$ cat src/rtl/robot_pkg.sv
// Shared definitions for the robot sensor front end: power state encoding,
// default timing parameters and debounce channel indices.
package robot_pkg;

  typedef enum logic [1:0] {
    OFF     = 2'd0,
    ON      = 2'd1,
    BAT_LOW = 2'd2
  } pwr_state_e;

  localparam int unsigned DEB_CYCLES_DEF   = 16;
  localparam int unsigned STUCK_CYCLES_DEF = 50000;

  localparam int unsigned CH_F   = 0;
  localparam int unsigned CH_T   = 1;
  localparam int unsigned CH_LE  = 2;
  localparam int unsigned CH_LD  = 3;
  localparam int unsigned CH_BAT = 4;
  localparam int unsigned CH_BTN = 5;
  localparam int unsigned NUM_CH = 6;

endpackage

$ cat src/rtl/sensor_frontend_if.sv
// Raw sensor inputs and conditioned outputs of the sensor front end.
// master: the board/environment side; slave: the front end itself.
interface sensor_frontend_if;
  logic F, T, LE, LD;
  logic bateria;
  logic botao;
  logic f_c, t_c, le_c, ld_c;
  logic bat_ok;
  logic power_on;
  logic bat_low;
  logic obst_any;
  logic sens_chg;
  logic fault;

  modport master (
    output F, T, LE, LD, bateria, botao,
    input  f_c, t_c, le_c, ld_c, bat_ok, power_on, bat_low, obst_any, sens_chg, fault
  );

  modport slave (
    input  F, T, LE, LD, bateria, botao,
    output f_c, t_c, le_c, ld_c, bat_ok, power_on, bat_low, obst_any, sens_chg, fault
  );
endinterface

$ cat src/rtl/debounce_ch.sv
// One-bit 2-FF synchronizer followed by a stability-count debouncer.
// The clean level flips only after DEB_CYCLES consecutive cycles of disagreement.
module debounce_ch #(
  parameter int unsigned DEB_CYCLES = 16,
  parameter int unsigned CNT_W      = 8
) (
  input  logic clk,
  input  logic rst,
  input  logic din,
  output logic dout
);

  logic             sync1_q, sync2_q;
  logic             clean_q, clean_d;
  logic [CNT_W-1:0] cnt_q, cnt_d;

  // Count cycles where the synced input differs from the clean level
  always_comb begin
    clean_d = clean_q;
    cnt_d   = cnt_q;
    if (sync2_q == clean_q) begin
      cnt_d = '0;
    end else if (cnt_q == CNT_W'(DEB_CYCLES - 1)) begin
      clean_d = ~clean_q;
      cnt_d   = '0;
    end else begin
      cnt_d = cnt_q + 1'b1;
    end
  end

  // Synchronizer and debounce state
  always_ff @(posedge clk or posedge rst) begin
    if (rst) begin
      sync1_q <= 1'b0;
      sync2_q <= 1'b0;
      clean_q <= 1'b0;
      cnt_q   <= '0;
    end else begin
      sync1_q <= din;
      sync2_q <= sync1_q;
      clean_q <= clean_d;
      cnt_q   <= cnt_d;
    end
  end

  assign dout = clean_q;

endmodule

$ cat src/rtl/sensor_frontend.sv
// Sensor front end: debounces obstacle sensors, battery flag and button,
// runs the power state machine and produces change strobes and alarms.
// Optional stuck-sensor detection is built when STUCK_DETECT_EN is defined.
module sensor_frontend
  import robot_pkg::*;
#(
  parameter int unsigned DEB_CYCLES   = DEB_CYCLES_DEF,
  parameter int unsigned CNT_W        = 8,
  parameter int unsigned STUCK_CYCLES = STUCK_CYCLES_DEF,
  parameter int unsigned STUCK_W      = 16
) (
  input  logic               clk,
  input  logic               rst,
  sensor_frontend_if.slave   bus
);

  logic [NUM_CH-1:0] raw, clean;
  logic [3:0]        obst_c;
  logic              bat_ok, btn_c;

  logic              btn_prev_q, btn_prev_d;
  logic              press_q, press_d;
  logic [3:0]        obst_prev_q, obst_prev_d;
  logic              sens_chg_q, sens_chg_d;
  pwr_state_e        state_q, state_d;
  logic              power_on, bat_low;

  assign raw[CH_F]   = bus.F;
  assign raw[CH_T]   = bus.T;
  assign raw[CH_LE]  = bus.LE;
  assign raw[CH_LD]  = bus.LD;
  assign raw[CH_BAT] = bus.bateria;
  assign raw[CH_BTN] = bus.botao;

  for (genvar i = 0; i < NUM_CH; i++) begin : g_ch
    debounce_ch #(
      .DEB_CYCLES(DEB_CYCLES),
      .CNT_W     (CNT_W)
    ) u_deb (
      .clk (clk),
      .rst (rst),
      .din (raw[i]),
      .dout(clean[i])
    );
  end

  assign obst_c = clean[CH_LD:CH_F];
  assign bat_ok = clean[CH_BAT];
  assign btn_c  = clean[CH_BTN];

  // Press edge detect and obstacle change detect
  always_comb begin
    btn_prev_d  = btn_c;
    press_d     = btn_c & ~btn_prev_q;
    obst_prev_d = obst_c;
    sens_chg_d  = |(obst_c ^ obst_prev_q);
  end

  // Power FSM next state; battery loss takes priority over a press while ON
  always_comb begin
    state_d = state_q;
    unique case (state_q)
      OFF:     if (press_q && bat_ok) state_d = ON;
      ON: begin
        if (!bat_ok)      state_d = BAT_LOW;
        else if (press_q) state_d = OFF;
      end
      BAT_LOW: if (press_q) state_d = OFF;
      default: state_d = OFF;
    endcase
  end

  // Power FSM outputs
  always_comb begin
    power_on = (state_q == ON);
    bat_low  = (state_q == BAT_LOW);
  end

  // State register, strobes and edge-detect history
  always_ff @(posedge clk or posedge rst) begin
    if (rst) begin
      state_q     <= OFF;
      btn_prev_q  <= 1'b0;
      press_q     <= 1'b0;
      obst_prev_q <= '0;
      sens_chg_q  <= 1'b0;
    end else begin
      state_q     <= state_d;
      btn_prev_q  <= btn_prev_d;
      press_q     <= press_d;
      obst_prev_q <= obst_prev_d;
      sens_chg_q  <= sens_chg_d;
    end
  end

`ifdef STUCK_DETECT_EN
  logic [STUCK_W-1:0] stuck_cnt_q, stuck_cnt_d;
  logic               fault_q, fault_d;

  // Count cycles an obstacle is held without any change; fault is cleared
  // using the next state so it drops together with leaving ON
  always_comb begin
    stuck_cnt_d = stuck_cnt_q;
    if (!power_on || sens_chg_q) begin
      stuck_cnt_d = '0;
    end else if ((|obst_c) && (stuck_cnt_q != STUCK_W'(STUCK_CYCLES))) begin
      stuck_cnt_d = stuck_cnt_q + 1'b1;
    end
    fault_d = (state_d == ON) && (fault_q || (stuck_cnt_d == STUCK_W'(STUCK_CYCLES)));
  end

  // Stuck counter and sticky fault
  always_ff @(posedge clk or posedge rst) begin
    if (rst) begin
      stuck_cnt_q <= '0;
      fault_q     <= 1'b0;
    end else begin
      stuck_cnt_q <= stuck_cnt_d;
      fault_q     <= fault_d;
    end
  end

  assign bus.fault = fault_q;
`else
  // Parameters stay referenced so both builds share one parameter list
  logic [STUCK_W-1:0] stuck_cfg_unused;
  assign stuck_cfg_unused = STUCK_W'(STUCK_CYCLES);
  assign bus.fault        = 1'b0;
`endif

  assign bus.f_c      = clean[CH_F];
  assign bus.t_c      = clean[CH_T];
  assign bus.le_c     = clean[CH_LE];
  assign bus.ld_c     = clean[CH_LD];
  assign bus.bat_ok   = bat_ok;
  assign bus.power_on = power_on;
  assign bus.bat_low  = bat_low;
  assign bus.obst_any = power_on & (|obst_c);
  assign bus.sens_chg = sens_chg_q;

endmodule

$ cat src/flat_wrapper.sv
// flat-port wrapper written by rule: the top's interface ports become plain ports
module sensor_frontend_flat import robot_pkg::*;
#(
  parameter int unsigned DEB_CYCLES   = DEB_CYCLES_DEF,
  parameter int unsigned CNT_W        = 8,
  parameter int unsigned STUCK_CYCLES = STUCK_CYCLES_DEF,
  parameter int unsigned STUCK_W      = 16
)
  (clk, rst, bus_F, bus_T, bus_LE, bus_LD, bus_bateria, bus_botao, bus_f_c, bus_t_c, bus_le_c, bus_ld_c, bus_bat_ok, bus_power_on, bus_bat_low, bus_obst_any, bus_sens_chg, bus_fault);
  sensor_frontend_if bus_i ();
  input  logic clk;
  input  logic rst;
  input wire logic [$bits(bus_i.F)-1:0] bus_F;
  input wire logic [$bits(bus_i.T)-1:0] bus_T;
  input wire logic [$bits(bus_i.LE)-1:0] bus_LE;
  input wire logic [$bits(bus_i.LD)-1:0] bus_LD;
  input wire logic [$bits(bus_i.bateria)-1:0] bus_bateria;
  input wire logic [$bits(bus_i.botao)-1:0] bus_botao;
  output wire logic [$bits(bus_i.f_c)-1:0] bus_f_c;
  output wire logic [$bits(bus_i.t_c)-1:0] bus_t_c;
  output wire logic [$bits(bus_i.le_c)-1:0] bus_le_c;
  output wire logic [$bits(bus_i.ld_c)-1:0] bus_ld_c;
  output wire logic [$bits(bus_i.bat_ok)-1:0] bus_bat_ok;
  output wire logic [$bits(bus_i.power_on)-1:0] bus_power_on;
  output wire logic [$bits(bus_i.bat_low)-1:0] bus_bat_low;
  output wire logic [$bits(bus_i.obst_any)-1:0] bus_obst_any;
  output wire logic [$bits(bus_i.sens_chg)-1:0] bus_sens_chg;
  output wire logic [$bits(bus_i.fault)-1:0] bus_fault;
  assign bus_i.F = bus_F;
  assign bus_i.T = bus_T;
  assign bus_i.LE = bus_LE;
  assign bus_i.LD = bus_LD;
  assign bus_i.bateria = bus_bateria;
  assign bus_i.botao = bus_botao;
  assign bus_f_c = bus_i.f_c;
  assign bus_t_c = bus_i.t_c;
  assign bus_le_c = bus_i.le_c;
  assign bus_ld_c = bus_i.ld_c;
  assign bus_bat_ok = bus_i.bat_ok;
  assign bus_power_on = bus_i.power_on;
  assign bus_bat_low = bus_i.bat_low;
  assign bus_obst_any = bus_i.obst_any;
  assign bus_sens_chg = bus_i.sens_chg;
  assign bus_fault = bus_i.fault;
  sensor_frontend #(.DEB_CYCLES(DEB_CYCLES), .CNT_W(CNT_W), .STUCK_CYCLES(STUCK_CYCLES), .STUCK_W(STUCK_W)) u_core (.clk(clk), .rst(rst), .bus(bus_i));
endmodule
$ cat config.mk
export PLATFORM = sky130hd
export DESIGN_NAME = sensor_frontend_flat
export DESIGN_NICKNAME = d
export VERILOG_FILES = /design/src/rtl/robot_pkg.sv /design/src/rtl/sensor_frontend_if.sv /design/src/rtl/debounce_ch.sv /design/src/rtl/sensor_frontend.sv /design/src/flat_wrapper.sv
export SDC_FILE = /design/constraint.sdc
export NUM_CORES = 1
export LEC_CHECK = 0
export CORE_ASPECT_RATIO = 1.1
export CORE_MARGIN = 4
export CORE_UTILIZATION = 30
export CTS_BUF_LIST = sky130_fd_sc_hd__clkbuf_4 sky130_fd_sc_hd__clkbuf_8
export CTS_CLUSTER_DIAMETER = 200
export DETAILED_ROUTE_END_ITERATION = 12
export MAX_ROUTING_LAYER = met4
export PLACE_DENSITY_LB_ADDON = 0.08
export SKIP_CTS_REPAIR_TIMING = 1
export SYNTH_ARGS = -nofsm -noshare
export SYNTH_HDL_FRONTEND = slang
export SYNTH_SLANG_ARGS = --single-unit
$ cat constraint.sdc
create_clock -name clk -period 5.6 [get_ports clk]
set_clock_uncertainty 0.1 [all_clocks]
set_input_delay 0.84 -clock clk [delete_from_list [all_inputs] [get_ports clk]]
set_output_delay 0.84 -clock clk [all_outputs]
set_load 0.02 [all_outputs]
---- After elaboration in Yosys (flattened, before gate mapping) ----
Index checks and enable logic that the tools add are counted.
operators by class
  $add $sub $neg .......................... 6
  eq/ne operators ......................... 15
  mux-type cells .......................... 16
  bitwise operators ....................... 16
  reduce and logical (&&, ||, !) cells .... 10
operators with widths
  cell                                                  number
  2-to-1 mux 8 bit                                      12
  adder 8 x 1 -> 8 bit (second input constant)          6
  equality test 8 x 4 -> 1 bit (second input constant)  6
  inverter 1 bit                                        13
  AND reduction 2 bit                                   6
  OR reduction 4 bit                                    2
  equality test 1 bit                                   6
  2-to-1 mux 2 bit                                      3
  one-hot mux 2 bit (3 select lines)                    1
  bitwise XOR 4 bit                                     1
  AND 1 bit                                             2
  equality test 2 x 1 -> 1 bit (second input constant)  1
  equality test 2 bit (second input constant)           1
  logical NOT 2 bit                                     1
  != test 2 x 1 -> 1 bit (second input constant)        1
  logical AND 1 bit                                     1
storage, ports and cells
  bits in registers ....................... 75
  input bits .............................. 8
  output and inout bits ................... 10
  word-level logic and storage cells ...... 92

---- Logic depth before layout (Yosys ltp) ----
  depth after elaboration ................. 3
  gate-level depth with buffers ........... 4
  gate-level depth less buffers ........... 4

---- Modules after synthesis ----
Synthesis repeated with hierarchy kept, for this count alone.
second synthesis, totals
  cell total of the unflattened synthesis .. 291
  area, all modules ....................... 3253.1 um2
modules (own cells, without submodules)
  module           instances  cells an instance  area an instance (um2)  seq. area each (um2)
  debounce_ch      6          44                 484.2                   275.3
  sensor_frontend  1          27                 347.8                   225.2

---- Worst setup path after synthesis ----
No wires, ideal clock.
  path type ............................... flip-flop to output port
  start point ............................. register u_core.g_ch[0].u_deb.clean_q
  end point ............................... output port bus_obst_any
  arrival time ............................ 0.915 ns
  data required time ...................... 4.660 ns
  path slack .............................. 3.745 ns
  cell stages (with the launch flop) ...... 3
  path buffers ............................ 0
  path through ............................ dfrtp_1 nor4_1 nor2_1
on the way
  word-level cells in the longest chain between the ends .. 2
RTL lines
  item                      line                    text
  start: declaration        debounce_ch.sv:14       logic clean_q, clean_d;
  start signal: assignment  debounce_ch.sv:41       clean_q <= clean_d;
  OR reduction 4 bit        sensor_frontend.sv:138  assign bus.obst_any = power_on & (|obst_c);
  AND 1 bit                 sensor_frontend.sv:138
  end: declaration          flat_wrapper.sv:26      output wire logic [$bits(bus_i.obst_any)-1:0] bus_obst_any;
Every way passes these cells.

---- Worst setup path in the final report ----
Ends and elaborated chain as after synthesis.

==> impl_metrics.toml <==
[layout]
nets = 316
diodes = 0
syn_to_final_growth_pct = 17.7
layout-drive-gt1-share_pct = 9.48
fin_area_mm2 = 0.00380
fillers = 1047

[pwr]
leakage_nw = 1.58
ir_drop_uv = 130
pwr_density_cell_mw_per_mm2 = 293

[setup_path]
required_ns = 4.66
reg2reg_slack_ns = 3.96
critPathMaxStageDelay_ns = 0.55
worstReg2RegEnd = "u_core.g_ch[2].u_deb.dout"
reg2regPathDepth = 4
critPathLaunchType = "flip-flop"
end_kind = "primary output"
r2r_start = "u_core.g_ch[2].u_deb.cnt_q[0]"
crit_end = "bus_obst_any"
crit_start = "u_core.g_ch[0].u_deb.dout"
crit_arrival_ns = 1.85
cp_cell_sequence = "nor4_1 -> nor2_1 -> clkdlybuf4s50_1"
cp_slowest_cell = "clkdlybuf4s50_1"
criticalPathCategory = "reg2out"
crit_fanout = 6

[global_routing]
antenna_found_initial = 0
grtUsageTotal_pct = 10.7
grt_max_degree = 41
grt_pass1_vias = 2208
overflow = 0
grt_pass1_wl_mm = 10.3

[synthesis]
synth_top_cell_by_area = "dfrtp_1"
synth.avg_cell_area_um2 = 11.7
synth.area.top_cells = "dfrtp_1 58%, or3_1 4.6%, xnor2_1 4.6%, a21oi_1 3.7%, nor4_4 3.3%"
synth-seq-cells = 75
synth_common_cells = "75 x dfrtp_1, 24 x a21oi_1, 24 x or3_1"
synth_seq_area_share_pct = 58.1
synth.top_cell.area_share_pct = 58.1
synth_edf_count = 0
postSynthCellCount = 275
synth_area_mm2 = 0.00323
ys.flop_type = "dfrtp_1"
synth_cell_types = 30
synth_nets = 289
async_reset_ff_share_pct = 100
synth.most_common_cell = "dfrtp_1"
yosysWarnings = 0

[sta]
rsz0062_at_grt = "false"
setup_viol = 0
drv_slew = 0
relSlewSlack_pct = 42.9
post-route-period-util_pct = 49.8
tightest_slew_ns = 0.855
layout_min_cycle_time_ns = 2.79
hold_viol = 0
setup_tns_ns = 0
clock.fmax_ghz = 0.358

[floorplan]
start_util_pct = 30.9
die_area_mm2 = 0.0125
rows = 39
die_w_um = 107
core_area_mm2 = 0.0104
die_y_um = 117
ios = 18

[cts]
root_buffer = "clkbuf_8"
cts_buffers = 9
insertion_delay_ns = 0.34
clockBufferDepth = 2
cts_tree = "built"
ctsHtreeMaxLevel = 3
cts_sinks = 75
clk_pin_slew_ns = 0.07

[job]
maxCapViolCount = 0

[placed_design]
io_buffers = 16
post_dp_cell_area_mm2 = 0.00357
hpwl_mm = 3.86
gp_congestion = 0.708

[status]
status = "completed"

[worst_hold_path]
hold_class = "reg2reg"
hp-start = "u_core.g_ch[5].u_deb.sync1_q"

[routing]
vias = 2169
totalWireLength_mm = 5.71
viasPerCell = 4.83
ant_nets = 0
avgRoutedWirePerCell_um = 12.7
drc = 0
firstDrtPassIters = 4
first_iter_violations = 91
## worst max-delay path: cells and delay by family, from the launching register on
family	cells	cell delay [ns]
buf+inv	1	0.55
flops	1	0.45
simple gates	2	0.51
## sequential cells by signal, indices dropped and copies added, names as in the netlist, 2 cells and up
register / count
u_core.g_ch.u_deb.cnt_q: 48
u_core.g_ch.u_deb.dout: 6
u_core.g_ch.u_deb.sync1_q: 6
u_core.g_ch.u_deb.sync2_q: 6
u_core.obst_prev_q: 4
u_core.state_q: 2
## layer usage
layer	vias up	wire, um	GRT usage [%]
met2	33	2510	15.3
met3	12	232	2.58
li1	1063	-	-
met1	1061	2820	13.8
met5	-	0	-
met4	0	140	6.22
## worst min path at each step
stage	depth (start not counted)	endpoint	slack, ns
after global routing	0	u_core.g_ch[2].u_deb.sync2_q	0.26
after detailed placement	0	u_core.g_ch[2].u_deb.sync2_q	0.24
after global placement	0	u_core.g_ch[5].u_deb.sync2_q	0.23
after CTS	0	u_core.g_ch[2].u_deb.sync2_q	0.26
final	0	u_core.g_ch[5].u_deb.sync2_q	0.25
after floorplan	0	u_core.g_ch[0].u_deb.sync2_q	0.23
## area by class of cell
class / count / area [um^2] / area share, %
timing repair buffer: 17 / 168 / 4.41
multi-input combinational: 189 / 1310 / 34.4
clock buffer: 10 / 131 / 3.45
tap: 143 / 179 / 4.70
clock inverter: 5 / 103 / 2.70
sequential: 75 / 1880 / 49.3
inverter: 10 / 37.5 / 0.987
## through the flow
step	util, %	total power (W)	hold WS (ns)	instances	setup WS (ns)
2_1_floorplan	-	0.000616	0.231	275	2.75
3_3_place_gp	34.2	0.000634	0.234	434	3.03
3_5_place_dp	34.2	0.000635	0.240	434	3.04
4_1_cts	36.4	0.00114	0.259	449	2.78
5_1_grt	36.4	0.00117	0.261	449	2.70
6_report	36.4	0.00111	0.253	449	2.81
## power breakdown
part	switching, W	internal [W]	total (W)
Sequential	0.0000164	0.000557	0.000573
Combinational	0.0000277	0.0000217	0.0000493
Clock	0.000194	0.000298	0.000492
## cells by family after synthesis
| logic type | share of synthesized area (%) |
|---|---|
| AOI/OAI and AO/OA | 12.9 |
| xor gates and xnor gates | 4.61 |
| adders and majority gates | 2.32 |
| buffers and inverters | 1.39 |
| DFF | 58.1 |
| muxes | 2.09 |
| other | 0.116 |
| and+or+nand+nor | 18.5 |
## cells in the final DEF, fill, tap and decap left out, types with 2 or more instances in the layout
| cell | count |
|---|---|
| a22o_1 | 5 |
| or3_1 | 24 |
| xnor2_1 | 17 |
| a21oi_1 | 24 |
| nand3_1 | 12 |
| and2b_2 | 2 |
| nor2_1 | 13 |
| bufinv_16 | 3 |
| ha_1 | 6 |
| o21ai_0 | 18 |
| a41o_1 | 4 |
| inv_1 | 9 |
| nand2b_1 | 2 |
| clkbuf_8 | 9 |
| nand4_1 | 8 |
| clkdlybuf4s50_1 | 16 |
| a31oi_1 | 6 |
| a311oi_1 | 5 |
| mux2_1 | 4 |
| nor2b_1 | 8 |
| nand2_1 | 12 |
| nor4_4 | 5 |
| dfrtp_1 | 75 |
| a41o_2 | 2 |
| and2b_1 | 4 |
| mux2_2 | 2 |
(Power assumes the default switching activity.)
==> patch 1, RTL diff (config.mk and constraints unchanged) <==
`NUM_CH`: 6 -> 12.
--- a/src/rtl/robot_pkg.sv
+++ b/src/rtl/robot_pkg.sv
@@ -17,7 +17,7 @@
   localparam int unsigned CH_LD  = 3;
   localparam int unsigned CH_BAT = 4;
   localparam int unsigned CH_BTN = 5;
-  localparam int unsigned NUM_CH = 6;
+  localparam int unsigned NUM_CH = 12;
 
 endpackage
 
Behaviour: unchanged (equiv_simple and equiv_induct, registers matched by name and starting in step).
==> patch 1 against the original RTL <==
Sequential cell count unchanged; critical endpoint unchanged; count of clock-buffer cells in the layout is 2 higher; area after synthesis decreased by 1.1%; routed wire length down 0.44%; first-iteration DRC count rose by 7.7%; power fell by 9.9%; cell area shrank 2.2%; fmax increased by 2.3%; die area fell by 1.0%; worst setup slack better by 0.063 ns.
==> patch 1: results (changes against the original RTL) <==
[critical_path]
r2r-end = u_core.g_ch[1].u_deb.dout
regToRegSetupSlack_ns = 3.97  ; about the same
r2r_start = u_core.g_ch[1].u_deb.cnt_q[0]

[synth]
synthXorXnorAreaFrac = 0.0548  ; +0.00873
synth_common_cells = dfrtp_1 (75), a21oi_1 (24), or3_1 (24)
synthMuxAreaShare = 0.0211  ; +0.000229
seq_area_frac_synth = 0.587  ; +0.00637
syn_nets = 291  ; +0.69%
synth_cells = 277  ; +0.73%

[status]
status = complete, no violations

[global_routing]
grt_util_met3 = 0.0271  ; +0.00131
grt_max_degree = 40  ; -2.4%
use_met2 = 0.157  ; +0.00351
met1_usage = 0.131  ; -0.00694

[final_layout]
nFillCells = 1027  ; -1.9%
drive_above_1_share = 0.100  ; +0.00555

[power_and_ir_drop]
vdd_drop_max_mv = 0.107  ; -18%
p_leak_nw = 1.53  ; -2.9%
powerDensity_nw_per_um2 = 270  ; -7.9%

[routing]
via_per_inst = 4.69  ; -3.0%
routed-wl-met3_um = 164  ; -29%
routed_wl_um = 5680  ; -0.44%

[timing]
fin_hold_ws_ns = 0.255  ; +0.00198 ns
clock.fmax_ghz = 0.366  ; +2.3%

[placed_design]
dpl_cell_area_um2 = 3540  ; -0.95%
gp_congestion = 0.714  ; +0.86%

[min_path]
holdPathEnd = u_core.g_ch[4].u_deb.sync2_q

==> patch 1: cells by family (layout without fill, tap and decap cells) <==
family / after synthesis / after routing
other cells: 1 / 1
buf+inv: 8 / 40
simple gates: 105 / 105
xor+xnor: 20 / 20
flops: 75 / 75
compound gates: 56 / 56
fa+ha+maj: 6 / 6
mux: 6 / 6
==> patch 1: where the power goes <==
group / total (mW) / switching (mW) / leakage [nW] / internal [mW]
clock: 0.384 / 0.195 / 0.0918 / 0.189
combinational: 0.0483 / 0.0276 / 0.436 / 0.0207
sequential: 0.572 / 0.0144 / 1.00 / 0.557
total: 1.00 / 0.237 / 1.53 / 0.766
==> patch 1: cell type report <==
class                           count  area share
Tap cell                          143      0.0481
Multi-Input combinational cell    194       0.345
Inverter                            7     0.00740
Clock inverter                      4     0.00673
Sequential cell                    75       0.505
Timing Repair Buffer               17      0.0451
Clock buffer                       12      0.0427
==> patch 2, RTL diff (same settings) <==
Without the edit above. The 3 states of `pwr_state_e` get a one-hot encoding in 3 bits.
--- a/src/rtl/robot_pkg.sv
+++ b/src/rtl/robot_pkg.sv
@@ -2,10 +2,10 @@
 // default timing parameters and debounce channel indices.
 package robot_pkg;
 
-  typedef enum logic [1:0] {
-    OFF     = 2'd0,
-    ON      = 2'd1,
-    BAT_LOW = 2'd2
+  typedef enum logic [2:0] {
+    OFF     = 3'b001,
+    ON      = 3'b010,
+    BAT_LOW = 3'b100
   } pwr_state_e;
 
   localparam int unsigned DEB_CYCLES_DEF   = 16;
Formal check against the unedited RTL: no difference found for any inputs over 10 cycles, from zero or initial values and one cycle with rst high; not proved beyond that.
==> patch 2 against the original RTL <==
Area after synthesis is 1.3% higher; count of clock-buffer cells in the layout rose by 2; power shrank 2.0%; sequential cell count grew 1; routed wire length increased by 0.61%; cell area grew 0.92%; worst setup slack worse by 0.014 ns; synthesized cell count up 2.5%; critical path type unchanged; largest power group unchanged.
==> patch 2: results (changes against the original RTL) <==
[critical_path]
cp_max_fo = 5  ; -1
endpoint = bus_obst_any
crit_arrival_ns = 1.87  ; +0.02 ns
slowest_delay_ns = 0.63  ; +0.08 ns
r2r-end = u_core.g_ch[2].u_deb.dout
startpoint = u_core.state_q[1]
r2r_start = u_core.g_ch[2].u_deb.cnt_q[0]

[synth]
syn_nets = 296  ; +2.4%
synth_common_cells = dfrtp_1 (75), a21oi_1 (25), or3_1 (24)
synth_compound_area_frac = 0.121  ; -0.00779
synthXorXnorAreaFrac = 0.0482  ; +0.00208
synth_cells = 282  ; +2.5%
ys_types = 36  ; +20%
synthAdderAreaFrac = 0.0229  ; -0.000302
seq_area_frac_synth = 0.581  ; about the same
synthTopCellsByArea = dfrtp_1 (57%), or3_1 (4.6%), xnor2_1 (4.3%)
synthMuxAreaShare = 0.0206  ; -0.000272
yosysWarnings = 0  ; unchanged

[placed_design]
dp.cells = 441  ; +1.6%
dp_slack_ns = 3.13  ; +0.0904 ns
dpl_cell_area_um2 = 3610  ; +1.2%
gp_congestion = 0.762  ; +7.6%
dp_hpwl_um = 3890  ; +0.77%

[power_and_ir_drop]
p_switching_mw = 0.235  ; -1.2%
vdd_drop_max_mv = 0.145  ; +11%
p_leak_nw = 1.58  ; +0.17%

[routing]
dr.pass1.iters = 4  ; unchanged
routed-wl-met3_um = 240  ; +3.4%
via_count = 2155  ; -0.65%
via_per_inst = 4.72  ; -2.4%
wl_met2_um = 2630  ; +4.9%
m1WireLength_um = 2810  ; -0.53%
routed_wl_um = 5740  ; +0.61%

[status]
status = complete, no violations

[timing]
max_slew_margin = 0.483  ; +0.0538
fin_hold_ws_ns = 0.249  ; -0.00368 ns
period_share = 0.501  ; +0.00259

[final_layout]
nets = 323  ; +2.2%
drive_above_1_share = 0.102  ; +0.00714

[global_routing]
grt_pass1_vias = 2121  ; -3.9%
grt_pass1_wl_um = 10100  ; -1.9%
track_usage = 0.101  ; -0.00536
grt_max_degree = 62  ; +51%

[min_path]
holdPathEnd = u_core.g_ch[4].u_deb.sync2_q

## patch 2: per-layer routing
metal,up-vias,global-route usage
met1,1037,0.132
met4,0,0.0260
met2,29,0.148
met5,-,-
li1,1085,-
met3,4,0.0395
## patch 2: cell type report
class	instances	area, µm²
Tap cell	143	179
Clock inverter	4	72.6
Sequential cell	76	1900
Fill cell	1061	6700
Inverter	7	27.5
Multi-Input combinational cell	198	1340
Clock buffer	12	153
Timing Repair Buffer	17	168
## patch 2: power groups by stage
| stage | combinational (mW) | sequential, mW | clock (mW) |
|---|---|---|---|
| floorplan | 0.0344 | 0.586 | 0 |
| CTS | 0.0491 | 0.578 | 0.491 |
| global placement | 0.0491 | 0.589 | 0 |
| detailed placement | 0.0488 | 0.589 | 0 |
| finish | 0.0470 | 0.578 | 0.467 |
| global route | 0.0559 | 0.581 | 0.516 |
